### config.mk
export PLATFORM = sky130hd
export DESIGN_NAME = inst_loop_ctrl_flat
export DESIGN_NICKNAME = d
export VERILOG_FILES = /design/src/rtl/inst_loop_ctrl_pkg.sv /design/src/rtl/inst_loop_ctrl_if.sv /design/src/rtl/inst_loop_ctrl_loop_level_cnt.sv /design/src/rtl/inst_loop_ctrl.sv /design/src/flat_wrapper.sv
export SDC_FILE = /design/constraint.sdc
export NUM_CORES = 1
export LEC_CHECK = 0
export BUFFER_PORTS_ARGS = -buffer_cell sky130_fd_sc_hd__buf_4
export CAP_MARGIN = 20
export CORE_MARGIN = 5
export CORE_UTILIZATION = 28
export CTS_CLUSTER_SIZE = 30
export DETAILED_ROUTE_END_ITERATION = 12
export PLACE_DENSITY = 0.5
export SETUP_SLACK_MARGIN = 0.3
export SYNTH_ARGS = -nofsm -noshare
export SYNTH_HDL_FRONTEND = slang
export SYNTH_SLANG_ARGS = --single-unit
### constraint.sdc
create_clock -name clk_i -period 6.6 [get_ports clk_i]
set_input_delay 1.32 -clock clk_i [delete_from_list [all_inputs] [get_ports clk_i]]
set_output_delay 1.32 -clock clk_i [all_outputs]
set_load 0.005 [all_outputs]
### src/rtl/inst_loop_ctrl_pkg.sv
// inst_loop_ctrl_pkg: shared loop-mode/state types and CSR field layout for the loop controller
package inst_loop_ctrl_pkg;

    typedef enum logic [1:0] {
        LOOP_SINGLE = 2'd0,
        LOOP_DOUBLE = 2'd1,
        LOOP_TRIPLE = 2'd2
    } loop_mode_e;

    typedef enum logic [1:0] {
        IDLE,
        RUN,
        DONE
    } state_e;

    localparam int NumLoopsDef = 3;
    // CSR loop fields sit at bit offsets 0/8/16, one byte per level
    localparam int FieldStride = 8;

    // Number of participating levels; modes 2 and 3 both select all three
    function automatic int active_levels(input logic [1:0] mode, input int num);
        int lvl;
        lvl = (mode == LOOP_SINGLE) ? 1 : (mode == LOOP_DOUBLE) ? 2 : 3;
        return (lvl > num) ? num : lvl;
    endfunction

endpackage

### src/rtl/inst_loop_ctrl_if.sv
// inst_loop_ctrl_if: CSR-side control/config and instruction-fetch outputs of the loop controller
interface inst_loop_ctrl_if
    import inst_loop_ctrl_pkg::*;
#(
    parameter int InstAddrWidth = FieldStride,
    parameter int LoopCntWidth  = FieldStride,
    parameter int NumLoops      = NumLoopsDef
);
    logic                              start;
    logic                              clr;
    logic                              stall;
    logic [1:0]                        loop_mode;
    logic [NumLoops*InstAddrWidth-1:0] jump_addr;
    logic [NumLoops*InstAddrWidth-1:0] end_addr;
    logic [NumLoops*LoopCntWidth-1:0]  loop_count;
    logic [InstAddrWidth-1:0]          pc;
    logic                              pc_valid;
    logic                              busy;
    logic                              done;
    logic [31:0]                       perf_count;

    modport master (
        output start, clr, stall, loop_mode, jump_addr, end_addr, loop_count,
        input  pc, pc_valid, busy, done, perf_count
    );

    modport slave (
        input  start, clr, stall, loop_mode, jump_addr, end_addr, loop_count,
        output pc, pc_valid, busy, done, perf_count
    );
endinterface

### src/rtl/inst_loop_ctrl_loop_level_cnt.sv
// loop_level_cnt: one nesting level -- iteration counter, shadowed limit/end address, end-hit and exhausted flags
module loop_level_cnt #(
    parameter int InstAddrWidth = 8,
    parameter int LoopCntWidth  = 8
) (
    input  logic                     clk_i,
    input  logic                     rst_ni,
    input  logic                     load,
    input  logic                     inc,
    input  logic                     clr,
    input  logic [InstAddrWidth-1:0] end_in,
    input  logic [LoopCntWidth-1:0]  count_in,
    input  logic [InstAddrWidth-1:0] pc,
    output logic                     hit,
    output logic                     exhausted
);
    logic [LoopCntWidth-1:0]  cnt;
    logic [LoopCntWidth-1:0]  last;
    logic [InstAddrWidth-1:0] end_sh;

    assign hit       = end_sh == pc;
    assign exhausted = cnt == last;

    // Shadow the level config on start (count 0 runs once) and step the iteration counter
    always_ff @(posedge clk_i or negedge rst_ni) begin
        if (!rst_ni) begin
            cnt    <= '0;
            last   <= '0;
            end_sh <= '0;
        end else if (load) begin
            end_sh <= end_in;
            last   <= (count_in == '0) ? '0 : count_in - 1'b1;
            cnt    <= '0;
        end else if (clr) begin
            cnt <= '0;
        end else if (inc) begin
            cnt <= cnt + 1'b1;
        end
    end
endmodule

### src/rtl/inst_loop_ctrl.sv
// inst_loop_ctrl: PC sequencer with up to three nested zero-overhead hardware loops
// Optional build macro INST_LOOP_CTRL_PERF_CNT_EN adds a saturating issued-instruction counter.
module inst_loop_ctrl
    import inst_loop_ctrl_pkg::*;
#(
    parameter int InstAddrWidth = FieldStride,
    parameter int LoopCntWidth  = FieldStride,
    parameter int NumLoops      = NumLoopsDef
) (
    input logic          clk_i,
    input logic          rst_ni,
    inst_loop_ctrl_if.slave bus
);
    state_e                   state;
    logic [InstAddrWidth-1:0] pc;
    logic                     pc_valid;
    logic                     busy;
    logic                     done;
    logic [InstAddrWidth-1:0] jump_sh [NumLoops];
    logic [1:0]               mode_sh;
    logic [NumLoops-1:0]      hit;
    logic [NumLoops-1:0]      exh;
    logic [NumLoops-1:0]      inc;
    logic [NumLoops-1:0]      lvl_clr;
    logic [InstAddrWidth-1:0] jump_pc;
    logic                     found;
    logic                     fin;
    logic                     adv;
    logic                     load;
    int                       act;

    assign bus.pc       = pc;
    assign bus.pc_valid = pc_valid;
    assign bus.busy     = busy;
    assign bus.done     = done;

    assign adv  = state == RUN && !bus.stall && !bus.clr;
    assign load = state == IDLE && bus.start && !bus.clr;
    assign act  = active_levels(mode_sh, NumLoops);

    for (genvar g = 0; g < NumLoops; g++) begin : g_lvl
        loop_level_cnt #(
            .InstAddrWidth(InstAddrWidth),
            .LoopCntWidth (LoopCntWidth)
        ) u_lvl (
            .clk_i    (clk_i),
            .rst_ni   (rst_ni),
            .load     (load),
            .inc      (inc[g]),
            .clr      (lvl_clr[g]),
            .end_in   (bus.end_addr[g*InstAddrWidth +: InstAddrWidth]),
            .count_in (bus.loop_count[g*LoopCntWidth +: LoopCntWidth]),
            .pc       (pc),
            .hit      (hit[g]),
            .exhausted(exh[g])
        );
    end

    // Innermost-first scan: first unexhausted level ending here jumps, exhausted ones rewind on the way out
    always_comb begin
        found   = 1'b0;
        inc     = '0;
        lvl_clr = {NumLoops{bus.clr}};
        jump_pc = pc;
        for (int i = NumLoops - 1; i >= 0; i--) begin
            if (adv && !found && i < act && hit[i]) begin
                if (!exh[i]) begin
                    found   = 1'b1;
                    inc[i]  = 1'b1;
                    jump_pc = jump_sh[i];
                end else begin
                    lvl_clr[i] = 1'b1;
                end
            end
        end
        fin = adv && !found && hit[0] && exh[0];
    end

    // Sequencing FSM with registered fetch/status outputs; clear beats start
    always_ff @(posedge clk_i or negedge rst_ni) begin
        if (!rst_ni) begin
            state    <= IDLE;
            pc       <= '0;
            pc_valid <= 1'b0;
            busy     <= 1'b0;
            done     <= 1'b0;
            mode_sh  <= '0;
            for (int i = 0; i < NumLoops; i++) jump_sh[i] <= '0;
        end else if (bus.clr) begin
            state    <= IDLE;
            pc       <= '0;
            pc_valid <= 1'b0;
            busy     <= 1'b0;
            done     <= 1'b0;
        end else begin
            case (state)
                IDLE: begin
                    done <= 1'b0;
                    if (bus.start) begin
                        state    <= RUN;
                        pc       <= bus.jump_addr[0 +: InstAddrWidth];
                        pc_valid <= 1'b1;
                        busy     <= 1'b1;
                        mode_sh  <= bus.loop_mode;
                        for (int i = 0; i < NumLoops; i++)
                            jump_sh[i] <= bus.jump_addr[i*InstAddrWidth +: InstAddrWidth];
                    end
                end
                RUN: begin
                    if (!bus.stall) begin
                        if (fin) begin
                            state    <= DONE;
                            done     <= 1'b1;
                            pc_valid <= 1'b0;
                            busy     <= 1'b0;
                        end else begin
                            pc <= found ? jump_pc : pc + 1'b1;
                        end
                    end
                end
                DONE: begin
                    state <= IDLE;
                    done  <= 1'b0;
                end
                default: state <= IDLE;
            endcase
        end
    end

`ifdef INST_LOOP_CTRL_PERF_CNT_EN
    logic [31:0] perf;

    assign bus.perf_count = perf;

    // Count advancing RUN cycles, saturating; value survives into IDLE for readout
    always_ff @(posedge clk_i or negedge rst_ni) begin
        if (!rst_ni) perf <= '0;
        else if (bus.clr || load) perf <= '0;
        else if (state == RUN && !bus.stall && perf != 32'hFFFF_FFFF) perf <= perf + 1'b1;
    end
`else
    assign bus.perf_count = '0;
`endif
endmodule

### src/flat_wrapper.sv
// flat-port wrapper written by rule: the top's interface ports become plain ports
module inst_loop_ctrl_flat import inst_loop_ctrl_pkg::*;
#(
    parameter int InstAddrWidth = FieldStride,
    parameter int LoopCntWidth  = FieldStride,
    parameter int NumLoops      = NumLoopsDef
)
  (clk_i, rst_ni, bus_start, bus_clr, bus_stall, bus_loop_mode, bus_jump_addr, bus_end_addr, bus_loop_count, bus_pc, bus_pc_valid, bus_busy, bus_done, bus_perf_count);
  inst_loop_ctrl_if #(.InstAddrWidth(InstAddrWidth), .LoopCntWidth(LoopCntWidth), .NumLoops(NumLoops)) bus_i ();
  input logic clk_i;
  input logic rst_ni;
  input wire logic [$bits(bus_i.start)-1:0] bus_start;
  input wire logic [$bits(bus_i.clr)-1:0] bus_clr;
  input wire logic [$bits(bus_i.stall)-1:0] bus_stall;
  input wire logic [$bits(bus_i.loop_mode)-1:0] bus_loop_mode;
  input wire logic [$bits(bus_i.jump_addr)-1:0] bus_jump_addr;
  input wire logic [$bits(bus_i.end_addr)-1:0] bus_end_addr;
  input wire logic [$bits(bus_i.loop_count)-1:0] bus_loop_count;
  output wire logic [$bits(bus_i.pc)-1:0] bus_pc;
  output wire logic [$bits(bus_i.pc_valid)-1:0] bus_pc_valid;
  output wire logic [$bits(bus_i.busy)-1:0] bus_busy;
  output wire logic [$bits(bus_i.done)-1:0] bus_done;
  output wire logic [$bits(bus_i.perf_count)-1:0] bus_perf_count;
  assign bus_i.start = bus_start;
  assign bus_i.clr = bus_clr;
  assign bus_i.stall = bus_stall;
  assign bus_i.loop_mode = bus_loop_mode;
  assign bus_i.jump_addr = bus_jump_addr;
  assign bus_i.end_addr = bus_end_addr;
  assign bus_i.loop_count = bus_loop_count;
  assign bus_pc = bus_i.pc;
  assign bus_pc_valid = bus_i.pc_valid;
  assign bus_busy = bus_i.busy;
  assign bus_done = bus_i.done;
  assign bus_perf_count = bus_i.perf_count;
  inst_loop_ctrl #(.InstAddrWidth(InstAddrWidth), .LoopCntWidth(LoopCntWidth), .NumLoops(NumLoops)) u_core (.clk_i(clk_i), .rst_ni(rst_ni), .bus(bus_i));
endmodule
# Word-level counts from Yosys, hierarchy flattened
# Index checks and enable logic that the tools add are counted.
classes:
  add_sub_neg: 7
  n_lt_le_gt_ge: 4
  n_eq_ne: 13
  muxes: 57
  bitwise: 1
  reduce_logical: 36
op_table:
  columns: ["op", "n"]
  rows:
  - ["$mux 8", 23]
  - ["$mux 32", 2]
  - ["$eq 8x8->1", 6]
  - ["$add 8x1->8 const B", 4]
  - ["$gt 32x3->1 const B", 1]
  - ["$lt 1x32->1 const A", 1]
  - ["$lt 2x32->1 const A", 1]
  - ["$lt 3x32->1 const A", 1]
  - ["$logic_not 8->1", 3]
  - ["$mux 1", 24]
  - ["$sub 8x1->8 const B", 3]
  - ["$pmux 8 s2", 1]
  - ["$logic_and 1x1->1", 15]
  - ["$reduce_bool 3->1", 5]
  - ["$ne 3x3->1 const B", 3]
  - ["$reduce_and 3->1", 3]
  - ["$mux 2", 4]
  - ["$reduce_and 4->1", 2]
  - ["$logic_not 1->1", 5]
  - ["$eq 2x1->1 const B", 2]
  - ["$logic_not 2->1", 2]
  - ["$pmux 1 s2", 2]
  - ["$pmux 2 s2", 1]
  - ["$ne 3x2->1 const B", 1]
  - ["3 further kinds", 3]
totals:
  regBits: 110
  inputBits: 79
  output_inout_bits: 43
  word_cells: 135

# Longest topological paths before layout
depth:
  depth_word: 27
  depth_mapped: 9
  ltp_nobuf: 7

# Cells and area by module
# From an unflattened synthesis, not the netlist that was laid out.
unflattened:
  hier_cells: 625
  hier_area_um2: 6383.6
modules_own_cells:
  columns: ["module", "instances", "cells_per_inst", "area_each_um2", "seq_area_each_um2"]
  rows:
  - ["loop_level_cnt at u_core.g_lvl[0].u_lvl ...", 2, 133, 1367.6, 600.6]
  - ["inst_loop_ctrl", 1, 226, 2302.2, 950.9]
  - ["loop_level_cnt at u_core.g_lvl[2].u_lvl", 1, 133, 1346.3, 600.6]

# Worst setup path after synthesis
# OpenSTA, ideal clock, no wires.
synth_path:
  path_type: "input to register"
  start: "input bus_stall"
  end: "register u_core.pc[1], in the netlist u_core.bus.pc[1]"
  setup_ps: 126
  t_arrival_ps: 3048
  required_ps: 6474
  slack_ps: 3426
  path_stages: 7
  path_buffers: 1
  path_cell_list: "nor4b_4 > o211ai_1 > nor3_4 > a2111oi_4 > or2_1 > buf_6 > a221o_1"
synth_via:
  elab_chain_cells: 22
  word_cells_on_any_way: 35
  cone_classes: "2 x eq/ne; 15 x mux; 18 x reduce/logical"
synth_lines:
  columns: ["element", "line", "source"]
  rows:
  - ["start: declaration", "flat_wrapper.sv:14", "input wire logic [$bits(bus_i.stall)-1:0] bus_stall;"]
  - ["$logic_not 1->1", "inst_loop_ctrl.sv:37", "assign adv = state == RUN && !bus.stall && !bus.clr;"]
  - ["$logic_and 1x1->1 (2 in a row)", "inst_loop_ctrl.sv:37", null]
  - ["$logic_and 1x1->1 (2 in a row)", "inst_loop_ctrl.sv:66", "if (adv && !found && i < act && hit[i]) begin"]
  - ["$mux 1", "inst_loop_ctrl.sv:66", null]
  - ["$logic_not 1->1", "inst_loop_ctrl.sv:66", null]
  - ["$logic_and 1x1->1 (3 in a row)", "inst_loop_ctrl.sv:66", null]
  - ["$mux 1", "inst_loop_ctrl.sv:66", null]
  - ["$logic_not 1->1", "inst_loop_ctrl.sv:66", null]
  - ["$logic_and 1x1->1 (3 in a row)", "inst_loop_ctrl.sv:66", null]
  - ["$mux 1", "inst_loop_ctrl.sv:66", null]
  - ["$logic_not 1->1", "inst_loop_ctrl.sv:76", "fin = adv && !found && hit[0] && exh[0];"]
  - ["$logic_and 1x1->1 (3 in a row)", "inst_loop_ctrl.sv:76", null]
  - ["$ne 3x3->1 (no source line)", null, null]
  - ["$reduce_and 4->1 (no source line)", null, null]
  - ["end signal: assignment", "inst_loop_ctrl.sv:101", "pc <= bus.jump_addr[0 +: InstAddrWidth];"]
  - ["end signal: assignment", "inst_loop_ctrl.sv:117", "pc <= found ? jump_pc : pc + 1'b1;"]
  - ["end: declaration", "inst_loop_ctrl.sv:15", "logic [InstAddrWidth-1:0] pc;"]
# Parallel ways exist; a longest one is shown, timed or not. The select of a mux whose other input is x is not followed.
# A chain may end at the register's enable or synchronous reset.

# Final worst setup path
layout_path:
  start: "input bus_clr"
  end: "register u_core.pc[5], in the netlist u_core.bus.pc[5]"
layout_via:
  elab_chain_cells: 21
  word_cells_on_any_way: 36
  cone_classes: "3 x eq/ne; 15 x mux; 18 x reduce/logical"
layout_lines:
  columns: ["element", "line", "source"]
  rows:
  - ["start: declaration", "flat_wrapper.sv:13", "input wire logic [$bits(bus_i.clr)-1:0] bus_clr;"]
  - ["$logic_not 1->1", "inst_loop_ctrl.sv:37", null]
  - ["$logic_and 1x1->1", "inst_loop_ctrl.sv:37", null]
  - ["$logic_and 1x1->1 (2 in a row)", "inst_loop_ctrl.sv:66", null]
  - ["$mux 1", "inst_loop_ctrl.sv:66", null]
  - ["$logic_not 1->1", "inst_loop_ctrl.sv:66", null]
  - ["$logic_and 1x1->1 (3 in a row)", "inst_loop_ctrl.sv:66", null]
  - ["$mux 1", "inst_loop_ctrl.sv:66", null]
  - ["$logic_not 1->1", "inst_loop_ctrl.sv:66", null]
  - ["$logic_and 1x1->1 (3 in a row)", "inst_loop_ctrl.sv:66", null]
  - ["$mux 1", "inst_loop_ctrl.sv:66", null]
  - ["$logic_not 1->1", "inst_loop_ctrl.sv:76", null]
  - ["$logic_and 1x1->1 (3 in a row)", "inst_loop_ctrl.sv:76", null]
  - ["$ne 3x3->1 (no source line)", null, null]
  - ["$reduce_and 4->1 (no source line)", null, null]
# Parallel ways exist; a longest one is shown, timed or not. The select of a mux whose other input is x is not followed.

==> metrics.md <==
| Metric | Value |
|---|---|
| Number of pins exceeding their max-slew limit in the final report | `0` |
| Initial drt markers | `303` |
| Clock root buffer | `sky130_fd_sc_hd__clkbuf_16` |
| Most frequent cells after synthesis | `sky130_fd_sc_hd__nand2_1, sky130_fd_sc_hd__dfrtp_1, sky130_fd_sc_hd__o21ai_0` |
| Wire length after detailed routing | `between 15,000 and 20,000 um` |
| Layout cell share with drive strength beyond 1 | `0.186` |
| Pin count of the biggest net entering global routing | `67` |
| Launch instance of the worst min-delay path | `u_core.jump_sh[1]$_DFFE_PN0P_` |
| Num rows | `55` |
| Worst slack on hold paths | `0.478 ns` |
| Initial antenna violation count | `0` |
| Area share of the largest cell type after synthesis | `0.434` |
| Crit path arrival time | `~3.7 ns` |
| Clk slew on worst S/H paths | `0.07 ns` |
| Cell area power density | `approximately 240 mW/mm2` |
| Final period util | `0.527` |
| Number of gates resized after cts | `0` |
| Clk_skew | `0.0125 ns` |
| Sequential element share of the synthesized area | `0.434` |
| Proportion of synthesized flip-flops having asynchronous set or reset | `1.00` |
| Min-delay worst type | `reg2reg` |
| Clk_lat worst skew | `0.35 ns` |
| Height of the die | `approximately 160 um` |
| Number of input and output port buffers inserted | `89` |
| Nets | `approximately 860` |
| GRT Total Usage | `0.127` |
| Clock tree from TritonCTS | `built` |
| Synth cell types | `71` |
| Largest fanout of any net on the critical path | `14` |
| R2r setup slk | `3.60 ns` |
| Class of the most critical setup path | `in2reg` |
| Number of failing hold endpoints at the final stage | `0` |
| I/O pin count | `about 120` |
| Worst r2r path cells | `7` |
| Max_cap viols | `0` |
| Routed via count divided by cell count | `~4.6` |
| Reg2Reg Capture Point | `u_core.bus.pc[5]$_DFFE_PN0P_` |
| Number of iterations in the first detailed-routing pass | `4` |
| Die Outline Area | `0.0258 mm2` |
| Synthesized instance count | `692` |
| Tmin final | `approximately 3.5 ns` |
| Capturing element of the worst setup path | `u_core.bus.pc[5]$_DFFE_PN0P_` |
| Metal-1 WL | `7780 um` |
| Maximum operating frequency | `0.287 GHz` |
| Cts bufs inserted | `9` |
| Post-synthesis cell area | `0.00635 mm2` |
| Library cell with the highest instance count after synthesis | `sky130_fd_sc_hd__nand2_1` |
| Width of the die | `161 um` |
| Headroom to the max-slew limit | `0.334` |
| Remaining number of nets flagged by the antenna check after routing | `0` |
| Layout overhead on the synthesized area | `17.2%` |
| Ranking of synthesized cells by area | `sky130_fd_sc_hd__dfrtp_1, sky130_fd_sc_hd__nand2_1, sky130_fd_sc_hd__xnor2_1` |
| CTS H-tree depth | `3` |
| CTS sink cnt | `110` |
| Overall power consumption | `1.81 mW` |
| First-pass GRT wire length | `26,400 um` |
| Outcome | `completed` |
| Start of the worst register-to-register path | `u_core.bus.pc[0]$_DFFE_PN0P_` |
| Total met2 wirelength after detailed routing | `7460 um` |
| Worst ir drop on vdd | `0.0925 mV` |
| Core box area | `0.0225 mm2` |
| Initial Utilization | `0.282` |
| Post-synthesis average cell area | `9.17 um2` |
| Vias in the first global route | `4,846` |
| Drc violations | `0` |
| Number of enable-type register cells in the synthesized netlist | `0` |
| Syn. warnings | `0` |
| Ys flop type | `sky130_fd_sc_hd__dfrtp_1` |
| Number of buffers between clock root and the deepest sink | `2` |
| Crit path launch type | `input pin` |
| Critical path data required time | `6.84 ns` |
| RSZ-0062 raised after global routing | `no` |
| Top layer reached by signal wires | `met4` |
| Post-CTS Hold Fix Bufs | `0` |
| Endpoint kind of the worst setup timing path | `register` |
| Crit path launch | `bus_clr` |
| Routed via count | `slightly below 5,000` |
| Synth area leader | `sky130_fd_sc_hd__dfrtp_1` |
| Slew @ Worst Pin | `0.997 ns` |
| Final setup vio count | `0` |
| Routed WL per cell | `15.4 um` |
| Post-route setup TNS | `0 ns` |
| GR Overflow Total | `0` |
| HPWL after DPL | `12,200 um` |
| Leak Pwr | `3.49 nW` |
| RD Place Congestion | `0.787` |
| Detail Route met3 WL | `841 um` |
| Post-synthesis sequential element count | `between 100 and 150` |
| # diodes | `0` |
| Post-CTS Repair Setup Buffers | `0` |
## layer usage
layer / vias to the layer above / global-route usage
met5: - / 0
met4: 0 / 0.0473
met3: 15 / 0.0257
met2: 114 / 0.193
met1: 2319 / 0.180
li1: 2437 / -
## state kept, by name, summed over array words and instances, names as in the netlist
name and cells:
u_core.mode_sh 2, u_core.bus.done 1, u_core.bus.pc 8, u_core.g_lvl.u_lvl.last 24
u_core.jump_sh 24, u_core.bus.pc_valid 1, u_core.g_lvl.u_lvl.cnt 24, u_core.state 2
u_core.g_lvl.u_lvl.end_sh 24
## layout make-up
type,count,area (um2)
Timing Repair Buffer,94,706
Inverter,9,33.8
Clock inverter,7,88.8
Clock buffer,9,225
Sequential cell,110,2750
Tap cell,285,357
Multi-Input combinational cell,545,3280
Fill cell,2353,15100
## cell usage in the layout, fill, tap and decap left out, types with 3 or more instances in the layout
cell                        Yosys  layout
sky130_fd_sc_hd__nand2_1      181     180
sky130_fd_sc_hd__dfrtp_1      110     110
sky130_fd_sc_hd__buf_4         35      94
sky130_fd_sc_hd__o21ai_0       40      40
sky130_fd_sc_hd__xnor2_1       38      38
sky130_fd_sc_hd__xor2_1        33      33
sky130_fd_sc_hd__conb_1         1      32
sky130_fd_sc_hd__nor2_1        27      27
sky130_fd_sc_hd__nand3_1       23      23
sky130_fd_sc_hd__a21oi_1       17      17
sky130_fd_sc_hd__and3_1        14      14
sky130_fd_sc_hd__o21ai_1       13      13
sky130_fd_sc_hd__nor3_1        11      10
sky130_fd_sc_hd__clkbuf_16      0       9
sky130_fd_sc_hd__inv_1          7       7
sky130_fd_sc_hd__nand4_1        7       7
sky130_fd_sc_hd__nand2b_1       7       7
sky130_fd_sc_hd__ha_1           7       7
sky130_fd_sc_hd__a221o_1        6       6
sky130_fd_sc_hd__or4_1          6       6
sky130_fd_sc_hd__o22ai_1        5       5
sky130_fd_sc_hd__mux2i_1        5       5
sky130_fd_sc_hd__a21o_1         5       5
sky130_fd_sc_hd__nor4_4         4       4
sky130_fd_sc_hd__o211ai_1       4       4
sky130_fd_sc_hd__and3_2         4       4
sky130_fd_sc_hd__nor2b_1        4       4
sky130_fd_sc_hd__and2_1         4       4
sky130_fd_sc_hd__clkinv_2       0       4
sky130_fd_sc_hd__nor4_1         3       3
sky130_fd_sc_hd__o31ai_1        3       3
## stage by stage
| step | setup WS (ns) | cells | instance area, um2 | util |
|---|---|---|---|---|
| after floorplan | 3.43 | 723 | 6460 | - |
| after global routing | 2.95 | 1059 | 7440 | 0.331 |
| final | 3.12 | 1059 | 7440 | 0.331 |
| after CTS | 3.11 | 1058 | 7430 | 0.330 |
| after detailed placement | 2.73 | 1042 | 7120 | 0.316 |
| after global placement | 2.77 | 1042 | 7120 | 0.316 |
## report_power, final
group | switching [mW] | total [mW] | leakage [nW] | internal (mW)
registers | 0.0926 | 0.862 | 1.41 | 0.770
logic | 0.201 | 0.370 | 1.92 | 0.169
clock network | 0.244 | 0.574 | 0.159 | 0.331
## worst min-delay path by stage
stage	end	slack (ns)	cells past startpoint
floorplan	u_core.jump_sh[15]$_DFFE_PN0P_	0.44	2
global placement	u_core.jump_sh[19]$_DFFE_PN0P_	0.46	1
detailed placement	u_core.jump_sh[5]$_DFFE_PN0P_	0.47	2
CTS	u_core.jump_sh[5]$_DFFE_PN0P_	0.48	2
global route	u_core.jump_sh[17]$_DFFE_PN0P_	0.49	1
finish	u_core.jump_sh[1]$_DFFE_PN0P_	0.48	2
## logic make-up after synthesis
group	after synthesis	synth area share
other cells	1	0.000591
mux	7	0.0114
fa+ha+maj	7	0.0138
simple gates	314	0.249
buf+inv	68	0.0698
flops	110	0.434
xor+xnor	75	0.110
compound gates	110	0.112
## worst max-delay path, stage by stage
cell	delay (ns)
sky130_fd_sc_hd__buf_4	0.14
sky130_fd_sc_hd__nor4b_4	0.48
sky130_fd_sc_hd__o211ai_1	0.19
sky130_fd_sc_hd__nor3_2	0.49
sky130_fd_sc_hd__nand3_2	0.39
sky130_fd_sc_hd__o22ai_1	0.31
sky130_fd_sc_hd__a21oi_1	0.07
sky130_fd_sc_hd__a221o_1	0.31
Note: power is estimated with default switching activity, not from simulation.
